<file path="src/rtl/sqrt_result_collector.sv">
// Result collector for a recoded-float sqrt unit: tracks issue-to-result
// latency, converts each result to standard IEEE format and queues
// {data, flags, cycles} in a small FIFO for a ready/valid consumer.

// Recoded (HardFloat) to standard IEEE format conversion.
module recFNToFN #(
    parameter int EXP_WIDTH = 8,
    parameter int SIG_WIDTH = 24
) (
    input  logic [EXP_WIDTH+SIG_WIDTH:0]   i_rec,
    output logic [EXP_WIDTH+SIG_WIDTH-1:0] o_fn
);
    localparam int DW = $clog2(SIG_WIDTH);
    // Smallest recoded exponent that still maps to a normal number.
    localparam logic [EXP_WIDTH:0] MIN_NORM = (EXP_WIDTH+1)'((1 << (EXP_WIDTH-1)) + 2);
    localparam logic [EXP_WIDTH:0] ONE      = (EXP_WIDTH+1)'(1);

    logic                 w_sign;
    logic [EXP_WIDTH:0]   w_exp;
    logic [SIG_WIDTH-2:0] w_fract;
    logic                 w_is_zero;
    logic                 w_is_special;
    logic                 w_is_nan;
    logic                 w_is_inf;
    logic                 w_is_sub;
    logic [DW-1:0]        w_dist;
    logic [SIG_WIDTH-2:0] w_den;
    logic [EXP_WIDTH-1:0] w_exp_out;
    logic [SIG_WIDTH-2:0] w_fract_out;

    assign w_sign       = i_rec[EXP_WIDTH+SIG_WIDTH];
    assign w_exp        = i_rec[EXP_WIDTH+SIG_WIDTH-1 -: EXP_WIDTH+1];
    assign w_fract      = i_rec[SIG_WIDTH-2:0];
    // Top three exponent bits zero encode zero; top two ones encode inf/NaN.
    assign w_is_zero    = (w_exp[EXP_WIDTH -: 3] == 3'b000);
    assign w_is_special = (w_exp[EXP_WIDTH -: 2] == 2'b11);
    assign w_is_nan     = w_is_special & w_exp[EXP_WIDTH-2];
    assign w_is_inf     = w_is_special & ~w_exp[EXP_WIDTH-2];
    assign w_is_sub     = (w_exp < MIN_NORM);
    // Subnormals: shift the significand (hidden bit included) right into place.
    assign w_dist       = DW'(MIN_NORM - ONE - w_exp);
    assign w_den        = (SIG_WIDTH-1)'(({~w_is_zero, w_fract} >> 1) >> w_dist);
    assign w_exp_out    = (w_is_sub ? '0 : EXP_WIDTH'(w_exp - MIN_NORM + ONE))
                        | {EXP_WIDTH{w_is_nan | w_is_inf}};
    assign w_fract_out  = w_is_sub ? w_den : (w_is_inf ? '0 : w_fract);
    assign o_fn         = {w_sign, w_exp_out, w_fract_out};
endmodule

module sqrt_result_collector #(
    parameter int EXP_WIDTH = 8,
    parameter int SIG_WIDTH = 24,
    parameter int DEPTH     = 4
) (
    input  logic                          clk_i,
    input  logic                          rst_i,
    input  logic                          issue_i,
    input  logic                          res_valid_i,
    input  logic [EXP_WIDTH+SIG_WIDTH:0]  res_rec_i,
    input  logic [4:0]                    res_flags_i,
    output logic                          out_valid_o,
    input  logic                          out_ready_i,
    output logic [EXP_WIDTH+SIG_WIDTH-1:0] out_data_o,
    output logic [4:0]                    out_flags_o,
    output logic [15:0]                   out_cycles_o,
    output logic [$clog2(DEPTH):0]        count_o,
    output logic                          overflow_o,
    output logic                          proto_err_o
);
    localparam int FW    = EXP_WIDTH + SIG_WIDTH;
    localparam int AW    = $clog2(DEPTH);
    localparam int CW    = AW + 1;
    localparam int ENT_W = FW + 5 + 16;

    typedef enum logic {IDLE = 1'b0, BUSY = 1'b1} state_t;

    state_t             r_state;
    logic [15:0]        r_cnt;
    logic [AW-1:0]      r_wp;
    logic [AW-1:0]      r_rp;
    logic [CW-1:0]      r_count;
    logic               r_overflow;
    logic               r_proto_err;
    logic [ENT_W-1:0]   r_mem [DEPTH];

    logic [FW-1:0]      w_fn;
    logic [15:0]        w_lat;
    logic [15:0]        w_cyc;
    logic               w_full;
    logic               w_pop;
    logic               w_push;
    logic [ENT_W-1:0]   w_head;

    recFNToFN #(
        .EXP_WIDTH (EXP_WIDTH),
        .SIG_WIDTH (SIG_WIDTH)
    ) u_conv (
        .i_rec (res_rec_i),
        .o_fn  (w_fn)
    );

    // Latency as it will read at the next edge, saturating at all ones.
    assign w_lat  = (r_cnt == 16'hFFFF) ? r_cnt : r_cnt + 16'd1;
    // A result with no operand in flight carries zero latency.
    assign w_cyc  = (r_state == BUSY) ? w_lat : 16'd0;
    assign w_full = (r_count == CW'(DEPTH));
    assign w_pop  = out_valid_o & out_ready_i;
    // When full, a same-cycle pop frees the slot the push needs.
    assign w_push = res_valid_i & (~w_full | w_pop);

    // Issue/result tracking, latency counter and protocol error flag.
    always_ff @(posedge clk_i or posedge rst_i) begin
        if (rst_i) begin
            r_state     <= IDLE;
            r_cnt       <= 16'd0;
            r_proto_err <= 1'b0;
        end else begin
            if ((issue_i & (r_state == BUSY) & ~res_valid_i) |
                (res_valid_i & (r_state == IDLE)))
                r_proto_err <= 1'b1;
            if (issue_i) begin
                r_state <= BUSY;
                r_cnt   <= 16'd0;
            end else if (res_valid_i) begin
                r_state <= IDLE;
                r_cnt   <= 16'd0;
            end else if (r_state == BUSY) begin
                r_cnt   <= w_lat;
            end
        end
    end

    // FIFO storage; validity is tracked by the pointers, so no reset needed.
    always_ff @(posedge clk_i) begin
        if (w_push)
            r_mem[r_wp] <= {w_fn, res_flags_i, w_cyc};
    end

    // FIFO pointers, occupancy and sticky overflow.
    always_ff @(posedge clk_i or posedge rst_i) begin
        if (rst_i) begin
            r_wp       <= '0;
            r_rp       <= '0;
            r_count    <= '0;
            r_overflow <= 1'b0;
        end else begin
            if (w_push)
                r_wp <= r_wp + AW'(1);
            if (w_pop)
                r_rp <= r_rp + AW'(1);
            if (w_push & ~w_pop)
                r_count <= r_count + CW'(1);
            else if (~w_push & w_pop)
                r_count <= r_count - CW'(1);
            if (res_valid_i & ~w_push)
                r_overflow <= 1'b1;
        end
    end

    // Head is read straight from storage and forced to zero when empty.
    assign w_head       = r_mem[r_rp];
    assign out_valid_o  = (r_count != '0);
    assign out_data_o   = out_valid_o ? w_head[ENT_W-1 -: FW] : '0;
    assign out_flags_o  = out_valid_o ? w_head[20:16] : '0;
    assign out_cycles_o = out_valid_o ? w_head[15:0] : '0;
    assign count_o      = r_count;
    assign overflow_o   = r_overflow;
    assign proto_err_o  = r_proto_err;
endmodule

</file>
<file path="config.mk">
export PLATFORM = sky130hd
export DESIGN_NAME = sqrt_result_collector
export DESIGN_NICKNAME = d
export VERILOG_FILES = /design/src/rtl/sqrt_result_collector.sv
export SDC_FILE = /design/constraint.sdc
export NUM_CORES = 1
export LEC_CHECK = 0
export BUFFER_PORTS_ARGS = -buffer_cell sky130_fd_sc_hd__buf_2
export CAP_MARGIN = 15
export CORE_UTILIZATION = 60
export CTS_CLUSTER_SIZE = 16
export DETAILED_ROUTE_END_ITERATION = 10
export GPL_TIMING_DRIVEN = 0
export PLACE_DENSITY = 0.8
export SLEW_MARGIN = 5
export SYNTH_ARGS = -nofsm -noshare
export SYNTH_HDL_FRONTEND = slang
export SYNTH_SLANG_ARGS = --single-unit
</file>
<file path="constraint.sdc">
create_clock -name clk_i -period 3.7 [get_ports clk_i]
set_input_delay 0.37 -clock clk_i [delete_from_list [all_inputs] [get_ports clk_i]]
set_output_delay 0.37 -clock clk_i [all_outputs]
set_load 0.03 [all_outputs]
</file>
==> run summary, run 1 <==
Cells after Synth: 736
htree depth: 1
drt wl/cell: 23.2 um
worst reg2reg startpoint: count_o[0]
num ports: 102
core area: 0.0183 mm^2
Final Wtd Congestion: 0.962
#FFs+latches synth: 238
R2R depth: 9
Fill cells: 1198
Internal: 6.41 mW
post_cts resized: 0
Total Power: 9.92 mW
placed insts: 1062
row count: 49
Finished Core Util: 0.709
Worst Max-Slew Pin Slew: 840 ps
routed vias/inst: 6.44
commonest cells in the netlist: edfxtp_1, mux4_2, and2_1
Inserted Clock Buffers: 23
RSZ-0062 raised after global routing: no
layout cells sized above 1: 0.279
Residual DRC: 0
worst r2r dst: count_o[2]
Slew Viols, Final: 0
Switching Fraction: 0.353
Reg clk slew, reported paths: 60 ps
Pleak: 4.63 nW
1st-pass router iterations: 5
initial drt markers: 614
Async SR Flop Fraction: 0.109
Mapped Avg Cell Area: 15.4 um^2
Critical Path RT: 3900 ps
Die Ht: 140 um
largest net degree at the start of global routing: 54
initial core utilization: 0.622
count of cell types in the netlist: 61
min-delay src: res_flags_i[3]
worst hold stages: 1
Syn Std Cell Area: 0.0114 mm^2
clk buf depth: 3
max-cap violation count: 0
diode count: 0
area leader, netlist: edfxtp_1
grt total ovfl: 0
Vias: 7109
initial antenna violation count: 0
NumNets Final: 913
Clock Power Share: 0.242
number of synthesis warnings: 0
vias in the first global route: 7324
Hold WS: 103 ps
Final HPWL DP: 17100 um
Worst slew margin: 0.440
Setup TNS: 0 ps
register area share after synthesis: 0.618
f_max: 319 MHz
Worst Setup End Kind: flip-flop
peak supply drop: 0.387 mV
CTS tree: built
crit path DAT: 3340 ps
critical path class: input port to flip-flop
Max FO, Critical Path: 10
Port Buf Inserts: 97
hold crit path type: input port to flip-flop
die area: 0.0195 mm^2
EDFF count, synth: 212
root buf cell: clkbuf_16
global-route wire length before repair: 40500 um
syn nets: 789
minimum clock period: 3140 ps
Final ANT Viol Nets: 0
outcome: complete, no violations
Critical Path Source Type: input port
postcts setup bufs: 0
post-synth top area share: 0.561
Die Span X: 140 um
fin crit share: 0.848
# setup viols final: 0
Sw Pwr: 3.51 mW
CTS Sinks: 238
Hold Violations, Final: 0
Synth Flop Type: edfxtp_1
Sequential Power Share: 0.369
FF-to-FF setup slack: 1080 ps
Power per Cell Area: 766 mW/mm^2
Combinational Power Share: 0.389
Clock Latency Late Sink: 490 ps
final WL: 25700 um
Layout Cells excl Fill: 1104
Area Growth Syn to Fin: 14.0%
cell with the most instances after synthesis: edfxtp_1
clk_skew: 5.17 ps
top post-synthesis cells by area: edfxtp_1, mux4_2, dfrtp_1
Tot GR Track Use: 0.271
Worst Hold Path EP: r_mem[2][19]
## power by group through the flow
| stage | combinational (mW) | clock, mW | sequential, mW |
|---|---|---|---|
| global placement | 3.77 | 0 | 3.69 |
| detailed placement | 3.86 | 0 | 3.71 |
| global route | 4.09 | 2.53 | 3.69 |
| CTS | 3.90 | 2.43 | 3.66 |
| floorplan | 2.74 | 0 | 3.71 |
| finish | 3.86 | 2.40 | 3.66 |
## sequential cells by signal, summed over array words and instances (netlist names)
| name | cells |
|---|---|
| r_mem | 212 |
| r_cnt | 16 |
| r_rp | 2 |
| proto_err_o | 1 |
| count_o | 3 |
| r_wp | 2 |
| r_state | 1 |
| overflow_o | 1 |
## final cells by class
class | instances | area [um^2] | share of cell area
sequential | 238 | 7020 | 0.542
multi-input combinational | 437 | 4080 | 0.315
clock buffer | 28 | 594 | 0.0459
timing repair buffer | 99 | 523 | 0.0404
tap | 229 | 287 | 0.0221
buffer | 49 | 229 | 0.0177
clock inverter | 12 | 180 | 0.0139
inverter | 12 | 45.0 | 0.00348
## cell families (layout without fill, tap and decap cells)
kind of cell / Yosys count / count (layout) / share of synthesized area
buffers and inverters: 61 / 200 / 0.0241
AO/OA/AOI/OAI: 97 / 97 / 0.0597
multiplexers: 101 / 101 / 0.170
adder cells (fa/ha/maj): 10 / 10 / 0.0117
flip-flops: 238 / 238 / 0.618
XOR/XNOR: 31 / 31 / 0.0239
AND/OR/NAND/NOR: 198 / 198 / 0.0923
## worst max-delay path by stage
stage                endpoint  slack [ps]           from  depth (start not counted)
6_report         r_mem[3][33]         560  res_rec_i[24]                         11
5_1_grt          r_mem[2][33]         490  res_rec_i[24]                         11
4_1_cts        out_data_o[19]         580        r_rp[1]                          5
3_5_place_dp     r_mem[1][25]         210  res_rec_i[24]                         11
3_3_place_gp     r_mem[1][20]         170     count_o[2]                          4
2_1_floorplan     r_mem[0][0]         940     count_o[2]                          4
## cells in the final DEF (no fill, tap or decap), types with 5 or more instances in the layout
cell type  instances
nor2_1            48
xor2_1            18
a211oi_1          13
ha_1               9
o21ai_0           20
xnor2_1           13
bufinv_16          5
edfxtp_1         212
nand3_1           15
and2_1            58
a221o_1            5
dfrtp_1           26
mux2_2             5
clkbuf_1          29
nor3_1            10
and3_1             6
a21oi_1           19
clkbuf_16         23
clkinv_1           5
mux2i_1           20
nor2b_1            5
mux4_2            73
buf_2            115
nand2_1           29
inv_1             11
a22o_1             8
## timing repair
item / in CTS / in global routing
hold buffers: 0 / 1
endpoints found under the hold margin: 0 / 6
setup endpoints to repair: 0 / 0
## metal layers
metal	GRT usage	routed length, um	up-vias
li1	-	-	3113
met1	0.359	10400	3641
met2	0.472	13200	304
met3	0.0341	1550	51
met4	0.0821	565	0
met5	0	0	-
## worst max-delay path, cell delays in order
cell and delay, ps:
buf_2 160, buf_2 270, inv_1 210, ha_1 390, buf_6 170, buf_2 280
mux2_2 200, o22ai_1 70, a211oi_1 540, a21oi_1 140, o21ai_0 540
## metrics by stage
stage | cell area, um^2 | worst slack [ps]
2_1_floorplan | 11400 | 940
3_3_place_gp | 12100 | 170
3_5_place_dp | 12100 | 206
4_1_cts | 12900 | 576
5_1_grt | 12900 | 486
6_report | 12900 | 563
(Power assumes the default switching activity.)
==> run 2, diff against run 1 <==
Clock period 3.7 ns to 2.9 ns, I/O delays scaled along.
==> run 2 against run 1 <==
Effect of this change:
- non-clock buffer count is 1 lower
- register-to-register slack worse by 710 ps
- largest cell class unchanged
- clock power is 28% higher
- critical path depth stayed put
- global-route usage hardly changed
- sequential share of layout area is 0.15 points lower
- first-iteration DRC count is 0.49% higher
- die area stayed put
- flip-flop and latch count stayed put
- utilization is 0.19 points higher
- sequential power is 28% higher
==> run summary, run 2 (synthesized netlist as in run 1, its figures left out) <==
final WL: 25700 um
layout cells sized above 1: 0.291
die area: 0.0195 mm^2
Residual DRC: 0
critical path class: input port to flip-flop
# setup viols final: 0
initial antenna violation count: 0
Worst path slowest cell: ha_1
crit path DAT: 3020 ps
core area: 0.0183 mm^2
Critical Path RT: 3150 ps
f_max: 362 MHz
Final ANT Viol Nets: 0
cell mode on critical path: buf_2
Worst Max-Slew Pin Slew: 842 ps
Worst Setup End Kind: flip-flop
area of the multi-input gates: 0.00410 mm^2
peak supply drop: 0.496 mV
fin crit share: 0.954
htree depth: 1
initial core utilization: 0.622
Final Wtd Congestion: 0.962
worst reg2reg startpoint: count_o[0]
num ports: 102
Fill cells: 1193
FF-to-FF setup slack: 370 ps
hold crit path type: input port to flip-flop
Max FO, Critical Path: 10
clk_skew: 5.86 ps
capture point of the worst path: r_mem[0][30]
CTS tree: built
min-delay src: res_flags_i[0]
largest net degree at the start of global routing: 54
most frequent cells in the layout: edfxtp_1, buf_2, mux4_2, and2_1, nor2_1
Hold Violations, Final: 0
Crit. Startpoint: res_rec_i[24]
RSZ-0062 raised after global routing: no
most common cell after layout, fill and taps aside: edfxtp_1
FF/Latch Area: 0.00702 mm^2
most flop-heavy register: r_mem
Die Span X: 140 um
Pleak: 4.65 nW
Clock Latency Late Sink: 490 ps
placed insts: 1062
Vias: 7116
Power per Cell Area: 976 mW/mm^2
clk buf depth: 3
CP max stage delay: 390 ps
Worst slew margin: 0.438
CTS Sinks: 238
vias in the first global route: 7326
drt wl/cell: 23.3 um
Die Ht: 140 um
row count: 49
diode count: 0
minimum clock period: 2770 ps
Port Buf Inserts: 97
max-cap violation count: 0
global-route wire length before repair: 40500 um
Final HPWL DP: 17100 um
max FFs per register: 212
Tot GR Track Use: 0.271
root buf cell: clkbuf_16
Inserted Clock Buffers: 23
Finished Core Util: 0.711
outcome: complete, no violations
grt total ovfl: 0
Layout Cells excl Fill: 1103
Area Growth Syn to Fin: 14.3%
routed vias/inst: 6.45
NumNets Final: 912
worst r2r dst: count_o[2]
crit path cell chain: buf_2, buf_2, inv_1, ha_1, buf_6, buf_2, buf_2, nor2_1, a21oi_1, a21oi_1, o21ai_1
R2R depth: 8
Reg clk slew, reported paths: 60 ps
1st-pass router iterations: 5
initial drt markers: 617
Slew Viols, Final: 0
Critical Path Source Type: input port
[run 2: changes by cell type in the layout (fill, tap and decap cells not counted), sizes merged]
cell / delta
buf: -2
clkbuf: +1
[run 2: layer usage]
layer	vias up	GRT usage	routed length [um]	share of wire
li1	3113	-	-	-
met1	3658	0.360	10400	0.40
met2	298	0.475	13200	0.52
met3	47	0.0320	1530	0.059
met4	0	0.0781	534	0.021
met5	-	0	0	0
[run 2: final cells by class]
cell class,instances,share of cell area
Sequential cell,238,0.540
Multi-Input combinational cell,437,0.316
Clock buffer,28,0.0458
Timing Repair Buffer,99,0.0403
Tap cell,229,0.0221
Buffer,48,0.0182
Clock inverter,12,0.0139
Inverter,12,0.00347
[run 2: worst max-delay path, delay by kind of cell]
| kind | cells | cell delay, ps |
|---|---|---|
| buffers and inverters | 6 | 1400 |
| AO/OA/AOI/OAI | 3 | 840 |
| adder cells (fa/ha/maj) | 1 | 390 |
| AND/OR/NAND/NOR | 1 | 80 |
[run 2: report_power, final]
part / internal, mW / switching, mW
Sequential: 4.48 / 0.187
Combinational: 1.82 / 3.12
Clock: 1.90 / 1.17
Total: 8.20 / 4.47
[run 2: per-stage QoR]
stage	total power, mW	setup TNS, ps	hold slack, ps	cell area (um^2)	setup slack (ps)
after floorplan	8.23	0	330	11400	140
after global placement	9.53	-149530	433	12100	-630
after detailed placement	9.65	-20250	447	12100	-514
after CTS	12.8	0	6.48	12900	29.5
after global routing	13.2	0	13.5	13000	15.6
final	12.7	0	24.2	13000	134
[run 2: worst min-delay path by stage]
| stage | end | depth (start not counted) | slack, ps |
|---|---|---|---|
| after floorplan | count_o[0] | 1 | 330 |
| after global routing | r_mem[1][19] | 1 | 10 |
| after detailed placement | overflow_o | 1 | 450 |
| after global placement | overflow_o | 1 | 430 |
| after CTS | r_mem[2][19] | 1 | 6 |
| final | r_mem[0][16] | 1 | 20 |
[run 2: what timing repair did]
action / CTS / global route
hold buffers: 0 / 1
gates resized for setup: 6 / 11
hold endpoints to repair: 0 / 6
endpoints found under the setup margin: 40 / 57
buffers inserted: 0 / 0
